`config.mk`:
```
export PLATFORM = sky130hd
export DESIGN_NAME = multi_ch_accum
export DESIGN_NICKNAME = d
export VERILOG_FILES = /design/src/rtl/multi_ch_accum.sv
export SDC_FILE = /design/constraint.sdc
export NUM_CORES = 1
export LEC_CHECK = 0
export CAP_MARGIN = 20
export CORE_MARGIN = 2
export CORE_UTILIZATION = 45
export DETAILED_ROUTE_END_ITERATION = 10
export PLACE_DENSITY = 0.75
export SYNTH_ARGS = -nofsm -noshare
export SYNTH_HDL_FRONTEND = slang
export SYNTH_SLANG_ARGS = --single-unit
```
`constraint.sdc`:
```
create_clock -name CLK -period 5.9 [get_ports CLK]
set_clock_uncertainty 0.1 [all_clocks]
set_input_delay 1.18 -clock CLK [delete_from_list [all_inputs] [get_ports CLK]]
set_output_delay 1.18 -clock CLK [all_outputs]
set_load 0.005 [all_outputs]
```
`src/rtl/multi_ch_accum.sv`:
```
// multi_ch_accum: multi-channel triggered accumulator.
// An enable pulse latches an addend, a target channel and an arithmetic mode, waits
// WAIT_CYCLES cycles, then adds the addend into that channel (wrapping or saturating).
// One channel's bit window drives the LEDs; a second selector gives full-width readback.
module multi_ch_accum #(
    parameter int unsigned WIDTH       = 32,
    parameter int unsigned NCH         = 4,
    parameter int unsigned WAIT_CYCLES = 1,
    parameter int unsigned LED_LSB     = 16,
    parameter int unsigned LED_W       = 8,
    localparam int unsigned CW         = (NCH > 1) ? $clog2(NCH) : 1
) (
    input  logic             CLK,
    input  logic             RST_N,
    input  logic             enable,
    input  logic [CW-1:0]    ch_sel,
    input  logic [WIDTH-1:0] value,
    input  logic             sat_mode,
    input  logic             clr,
    input  logic [CW-1:0]    clr_ch,
    input  logic [CW-1:0]    led_ch,
    input  logic [CW-1:0]    rd_ch,
    output logic [LED_W-1:0] led,
    output logic [WIDTH-1:0] rd_data,
    output logic             busy,
    output logic             done,
    output logic [NCH-1:0]   ovf
);

    // The wait counter only ever holds values up to WAIT_CYCLES-1.
    localparam int unsigned WCW = (WAIT_CYCLES > 1) ? $clog2(WAIT_CYCLES) : 1;

    typedef enum logic [1:0] {
        StIdle = 2'd0,
        StWait = 2'd1,
        StAcc  = 2'd2
    } state_t;

    state_t           r_state;
    logic [WCW-1:0]   r_wait_cnt;
    logic [WIDTH-1:0] r_value;
    logic [CW-1:0]    r_ch;
    logic             r_sat;
    logic             r_done;

    logic [WIDTH-1:0] r_count [NCH];
    logic [NCH-1:0]   r_ovf;

    logic             w_add;
    logic [WIDTH-1:0] w_sel_count;
    logic [WIDTH:0]   w_sum;
    logic             w_carry;
    logic [WIDTH-1:0] w_result;

    // Control FSM: latch the request in idle, count down the wait, pulse done on the add.
    always_ff @(posedge CLK or negedge RST_N) begin
        if (!RST_N) begin
            r_state    <= StIdle;
            r_wait_cnt <= '0;
            r_value    <= '0;
            r_ch       <= '0;
            r_sat      <= 1'b0;
            r_done     <= 1'b0;
        end else begin
            r_done <= 1'b0;
            unique case (r_state)
                StIdle: begin
                    if (enable) begin
                        r_value <= value;
                        r_ch    <= ch_sel;
                        r_sat   <= sat_mode;
                        if (WAIT_CYCLES == 0) begin
                            r_state <= StAcc;
                        end else begin
                            r_state    <= StWait;
                            r_wait_cnt <= WCW'(WAIT_CYCLES - 1);
                        end
                    end
                end
                StWait: begin
                    if (r_wait_cnt == '0) begin
                        r_state <= StAcc;
                    end else begin
                        r_wait_cnt <= r_wait_cnt - 1'b1;
                    end
                end
                StAcc: begin
                    r_done  <= 1'b1;
                    r_state <= StIdle;
                end
                default: r_state <= StIdle;
            endcase
        end
    end

    assign w_add = (r_state == StAcc);

    // Select the target channel's current count; an out-of-range index selects nothing.
    always_comb begin
        w_sel_count = '0;
        for (int i = 0; i < NCH; i++) begin
            if (r_ch == CW'(i)) begin
                w_sel_count = r_count[i];
            end
        end
    end

    // Unsigned add with carry out; saturate clamps to all-ones on carry.
    always_comb begin
        w_sum    = {1'b0, w_sel_count} + {1'b0, r_value};
        w_carry  = w_sum[WIDTH];
        w_result = (r_sat && w_carry) ? '1 : w_sum[WIDTH-1:0];
    end

    // Per-channel counts and sticky overflow; a clear on the same channel beats the add.
    always_ff @(posedge CLK or negedge RST_N) begin
        if (!RST_N) begin
            for (int i = 0; i < NCH; i++) begin
                r_count[i] <= '0;
            end
            r_ovf <= '0;
        end else begin
            for (int i = 0; i < NCH; i++) begin
                if (clr && (clr_ch == CW'(i))) begin
                    r_count[i] <= '0;
                    r_ovf[i]   <= 1'b0;
                end else if (w_add && (r_ch == CW'(i))) begin
                    r_count[i] <= w_result;
                    if (w_carry) begin
                        r_ovf[i] <= 1'b1;
                    end
                end
            end
        end
    end

    // Readback muxes; out-of-range selectors read as zero.
    always_comb begin
        led     = '0;
        rd_data = '0;
        for (int i = 0; i < NCH; i++) begin
            if (led_ch == CW'(i)) begin
                led = r_count[i][LED_LSB +: LED_W];
            end
            if (rd_ch == CW'(i)) begin
                rd_data = r_count[i];
            end
        end
    end

    assign busy = (r_state != StIdle);
    assign done = r_done;
    assign ovf  = r_ovf;

endmodule

```
; Word-level counts from Yosys, hierarchy flattened
; Index checks and enable logic that the tools add are counted.
[op_classes]
addsub = 2
eq_ne = 16
n_mux = 37
n_reduce_logical = 31
[op_table]
columns = cell, count
row1 = 32-bit 2-to-1 mux, 17
row2 = 32-bit by 32-bit adder with 33-bit output, 1
row3 = 8-bit 2-to-1 mux, 4
row4 = 2-bit nonzero test, 10
row5 = "2-bit equality test, second input constant", 9
row6 = 2-bit AND reduction, 7
row7 = 1-bit 2-to-1 mux, 12
row8 = "2-bit by 1-bit equality test with 1-bit output, second input constant", 5
row9 = 2-bit zero test, 5
row10 = 1-bit logical AND, 9
row11 = 2-bit 2-to-1 mux, 2
row12 = "2-bit inequality test, second input constant", 2
row13 = 2-bit case mux with 2 select lines, 1
row14 = 1-bit case mux with 2 select lines, 1
row15 = "1-bit subtractor, second input constant", 1
[totals]
ff_bits = 171
in_bits = 45
output_inout_bits = 46
wordCells = 100

; Depth between registers and ports, before layout
[depth]
word_depth = 10
ltp_mapped = 15
ltp_nobuf = 12

; Worst setup path before layout
; Ideal clock, no wire load.
[synth_timing]
path_type = flip-flop to flip-flop
start = register r_ch[0]
end = register r_count[59] (netlist bit)
setup_ns = 0.139
arrival_time_ns = 3.732
t_required_ns = 5.661
slack_ns = 1.929
stages_incl_launch_ff = 14
path_buffers = 3
period_less_slack_ns = 3.971
cell_sequence = dfrtp_1 > clkbuf_1 > buf_1 > mux4_2 > ha_1 > buf_6 > a21o_1 > a221o_1 > a21oi_1 > o21ai_1 > or4b_1 > a31o_2 > mux2i_1 > nor2_1
[synth_via]
elab_chain_len = 10
word_cells_on_any_way = 15
classes_between = add/sub (1) / eq/ne (3) / mux (7) / reduce/logical (4)
[synth_lines]
columns = element, line
row1 = start: declaration, 42  ; logic [CW-1:0] r_ch;
row2 = start signal: assignment, 70  ; r_ch <= ch_sel;
row3 = 2-bit zero test, 102  ; if (r_ch == CW'(i)) begin
row4 = 32-bit 2-to-1 mux (4 in a row), 102
row5 = 32-bit by 32-bit adder with 33-bit output, 110  ; w_sum = {1'b0, w_sel_count} + {1'b0, r_value};
row6 = 1-bit logical AND, 112  ; w_result = (r_sat && w_carry) ? '1 : w_sum[WIDTH-1:0];
row7 = 32-bit 2-to-1 mux, 112
row8 = 32-bit 2-to-1 mux, 127  ; end else if (w_add && (r_ch == CW'(i))) begin
row9 = 32-bit 2-to-1 mux, 124  ; if (clr && (clr_ch == CW'(i))) begin
row10 = end signal: indexed assignment, 128  ; r_count[i] <= w_result;
row11 = end: declaration, 46  ; logic [WIDTH-1:0] r_count [NCH];
; Parallel ways exist; a longest one is shown, timed or not. The select of a mux whose other input is x is not followed.
; A chain may end at the register's enable or synchronous reset.

; Final worst setup path
; Ends and elaborated chain as after synthesis.

==> summary.md <==
| Metric | Value |
|---|---|
| Total number of yosys warnings | `0` |
| Final setup viols | `0` |
| CTS root buf | `clkbuf_16` |
| I/O Buffers | `90` |
| Sum of negative setup slack | `0 ns` |
| Reg2Reg Depth | `11` |
| Period utilization | `0.747` |
| Register area share after synthesis | `0.412` |
| DRC viols | `0` |
| Critical path launch point | `r_ch[0]$_DFFE_PN0P_` |
| Crit-path cells | `buf_4 -> mux4_2 -> ha_1 -> a21o_1 -> a221o_1 -> a21oi_1 -> o21ai_1 -> or4b_1 -> a31o_2 -> mux2i_1 -> nor2_1` |
| DP HPWL | `18.1 mm` |
| CP arrival | `4.61 ns` |
| Nets | `1059` |
| Clock Sinks | `between 150 and 200` |
| Post-synth top area share | `0.412` |
| Syn nets | `1006` |
| Max FO, Critical Path | `30` |
| Critical path depth in cells | `11` |
| Vias per cell | `6.28` |
| Post-synthesis sequential element count | `170` |
| Routed len/inst | `21.6 µm` |
| Overflow after GRT | `0` |
| GR peak layer | `met2` |
| CP max stage cell | `dfrtp_2` |
| Tmin final | `4.41 ns` |
| H-tree depth | `4` |
| Fmax | `227 MHz` |
| Final Slew Violations | `0` |
| Worst Max-Slew Pin Slew | `1.06 ns` |
| Worst r2r src | `r_ch[0]$_DFFE_PN0P_` |
| Die extent in y | `around 160 µm` |
| Final instance area | `approximately 12000 µm²` |
| Area Growth Syn to Fin | `16.4%` |
| X dimension of the die | `155 µm` |
| End of the critical path | `r_count[59]$_DFFE_PN0P_` |
| Starting DRT DRC Count | `709` |
| M3 GR Usage | `0.0418` |
| First-pass iteration count of the detailed router | `6` |
| Fill cells | `1992` |
| Top FF cell, synth | `dfrtp_1` |
| Cell variety after synth | `63` |
| First-pass GRT wire length | `44.3 mm` |
| Critical Path RT | `6.10 ns` |
| Final WL | `27.6 mm` |
| Met1 Resource Use GR | `0.339` |
| Die area | `24200 µm²` |
| Syn_area_per_cell | `11.1 µm²` |
| Final hold vios | `0` |
| CTS buffer count | `17` |
| Worst R2R Setup Slack | `between 1 and 1.5 ns` |
| Initial antenna violation count | `0` |
| Total core area | `roughly 23000 µm²` |
| Synth top area cells | `dfrtp_1, mux4_2, a211oi_1` |
| P_leak | `0.00492 µW` |
| Status | `finished clean` |
| Delay of the slowest critical-path stage | `1.04 ns` |
| Post-cts hold buffer count | `0` |
| Family with the most delay on the worst path | `compound AO/OA/AOI/OAI gates` |
| RR Endpoint | `r_count[59]$_DFFE_PN0P_` |
| CTS-repair resized insts | `0` |
| Reg clk slew, reported paths | `0.07 ns` |
| Slew Limit Headroom | `0.291` |
| Layout cells sized above 1 | `0.210` |
| Post-CTS Setup Bufs | `0` |
| Total track usage | `0.235` |
| Mapped Area | `10300 µm²` |
| Largest net degree at the start of global routing | `171` |
| Critical Path Start Type | `flip-flop` |
| CP endpoint kind | `flip-flop` |
| RSZ-0062 raised after global routing | `no` |
| Clock Tree Buf Depth | `2` |
| WHS Path Cells | `1` |
| Boundary Pins | `91` |
| M2 GR Usage | `0.369` |
| Synth top cells by count | `dfrtp_1, nor2_1, a211oi_1` |
| Synth area leader | `dfrtp_1` |
| Max Cap Viol | `0` |
| Placement-stage cell area | `~11000 µm²` |
| Hold Crit Class | `flip-flop to flip-flop` |
| Post-synth ARST share | `1.00` |
| Ant diodes | `0` |
| WP buf/inv | `1` |
| Worst skew pair latency | `around 0.44 ns` |
| Vias | `8038` |
| Antenna-violating nets left | `0` |
| Rows | `55` |
| Power Density | `587 nW/µm²` |
| CTS tree | `yes` |
| Routability congestion estimate | `just over 0.9` |
| Cells after Synth | `928` |
| WS Path Type | `flip-flop to flip-flop` |
| Vias in the first global route | `8026` |
| Post-synth EDFFs | `0` |
| Max rail drop VDD | `0.000240 V` |
| Initial Util | `0.457` |
| Count leader, synth | `dfrtp_1` |
[through the flow]
stage / hold WS (ns) / util / instances / setup slack [ns] / total power, µW
finish: 0.355 / 0.532 / 1279 / 1.49 / 7050
global route: 0.398 / 0.532 / 1279 / 1.17 / 7520
detailed placement: 0.344 / 0.508 / 1247 / 1.49 / 5890
floorplan: 0.318 / - / 928 / 1.93 / 4770
global placement: 0.330 / 0.508 / 1247 / 1.52 / 5800
CTS: 0.353 / 0.532 / 1279 / 1.47 / 7010
[power by group]
group          internal (µW)  switching, µW
clock network            594            480
logic                   1760           2150
registers               1610            444
total                   3970           3080
[layer usage]
metal  vias to the layer above  wire length (µm)  share of wire
met5                         -                 0              0
met4                         0               587          0.021
met3                        41              1870          0.068
met2                       356             12900           0.47
met1                      4043             12300           0.44
li1                       3598                 -              -
[logic make-up (layout without fill, tap and decap cells)]
group	after synthesis	count (layout)	synth area share
xor gates and xnor gates	26	26	0.0221
muxes	111	111	0.199
adders and majority gates	33	33	0.0407
AOI/OAI and AO/OA	249	249	0.179
buffers and inverters	89	155	0.0353
DFF	170	170	0.412
and+or+nand+nor	250	250	0.112
[flip-flops by register name (all words and copies together), names as in the netlist]
register / flops
done: 1
ovf: 4
r_ch: 2
r_count: 128
r_sat: 1
r_state: 2
r_value: 32
[final cells by class]
type                            count  area, µm²  area share
Tap cell                          285        357      0.0297
Multi-Input combinational cell    669       5740       0.478
Timing Repair Buffer              110       1060      0.0882
Sequential cell                   170       4260       0.354
Inverter                           13       48.8     0.00406
Clock inverter                     10       92.6     0.00771
Clock buffer                       22        454      0.0378
[worst min path at each step]
stage,startpoint,endpoint,slack (ns)
6_report,r_state[1]$_DFFE_PN0P_,r_state[1]$_DFFE_PN0P_,0.36
5_1_grt,r_state[1]$_DFFE_PN0P_,r_state[1]$_DFFE_PN0P_,0.40
4_1_cts,r_state[1]$_DFFE_PN0P_,r_state[1]$_DFFE_PN0P_,0.35
3_5_place_dp,r_state[1]$_DFFE_PN0P_,r_state[1]$_DFFE_PN0P_,0.34
3_3_place_gp,r_state[1]$_DFFE_PN0P_,r_state[1]$_DFFE_PN0P_,0.33
2_1_floorplan,r_state[1]$_DFFE_PN0P_,r_state[1]$_DFFE_PN0P_,0.32
[worst reg2reg max path, stage by stage, from the launching register on]
cell	delay, ns
dfrtp_2	1.04
buf_4	0.37
mux4_2	0.54
ha_1	0.37
a21o_1	0.23
a221o_1	0.35
a21oi_1	0.16
o21ai_1	0.13
or4b_1	0.48
a31o_2	0.29
mux2i_1	0.15
nor2_1	0.06
[cell usage in the layout (no fill, tap or decap), drive strengths merged, types with 2 or more instances in the layout]
cell	netlist	routed
a21o	16	16
a221oi	2	2
nor2b	5	5
and2	4	4
nand4	6	6
a211oi	106	106
a21oi	48	48
o21bai	4	4
o211ai	5	5
o22ai	2	2
dfrtp	170	170
ha	32	32
clkinv	0	5
nand2	29	29
clkbuf	58	22
o21ai	32	32
nand3	12	12
and4	3	3
nor3	6	6
clkdlybuf4s50	0	88
a311oi	6	6
or3	3	3
a31oi	11	11
mux2i	6	6
inv	13	16
a31o	4	4
buf	18	22
nor3b	3	3
mux4	72	72
mux2	33	33
xnor2	17	17
xor2	9	9
nor2	165	165
and3	9	9
o21a	3	3
Power figures use the tool's default switching activity.
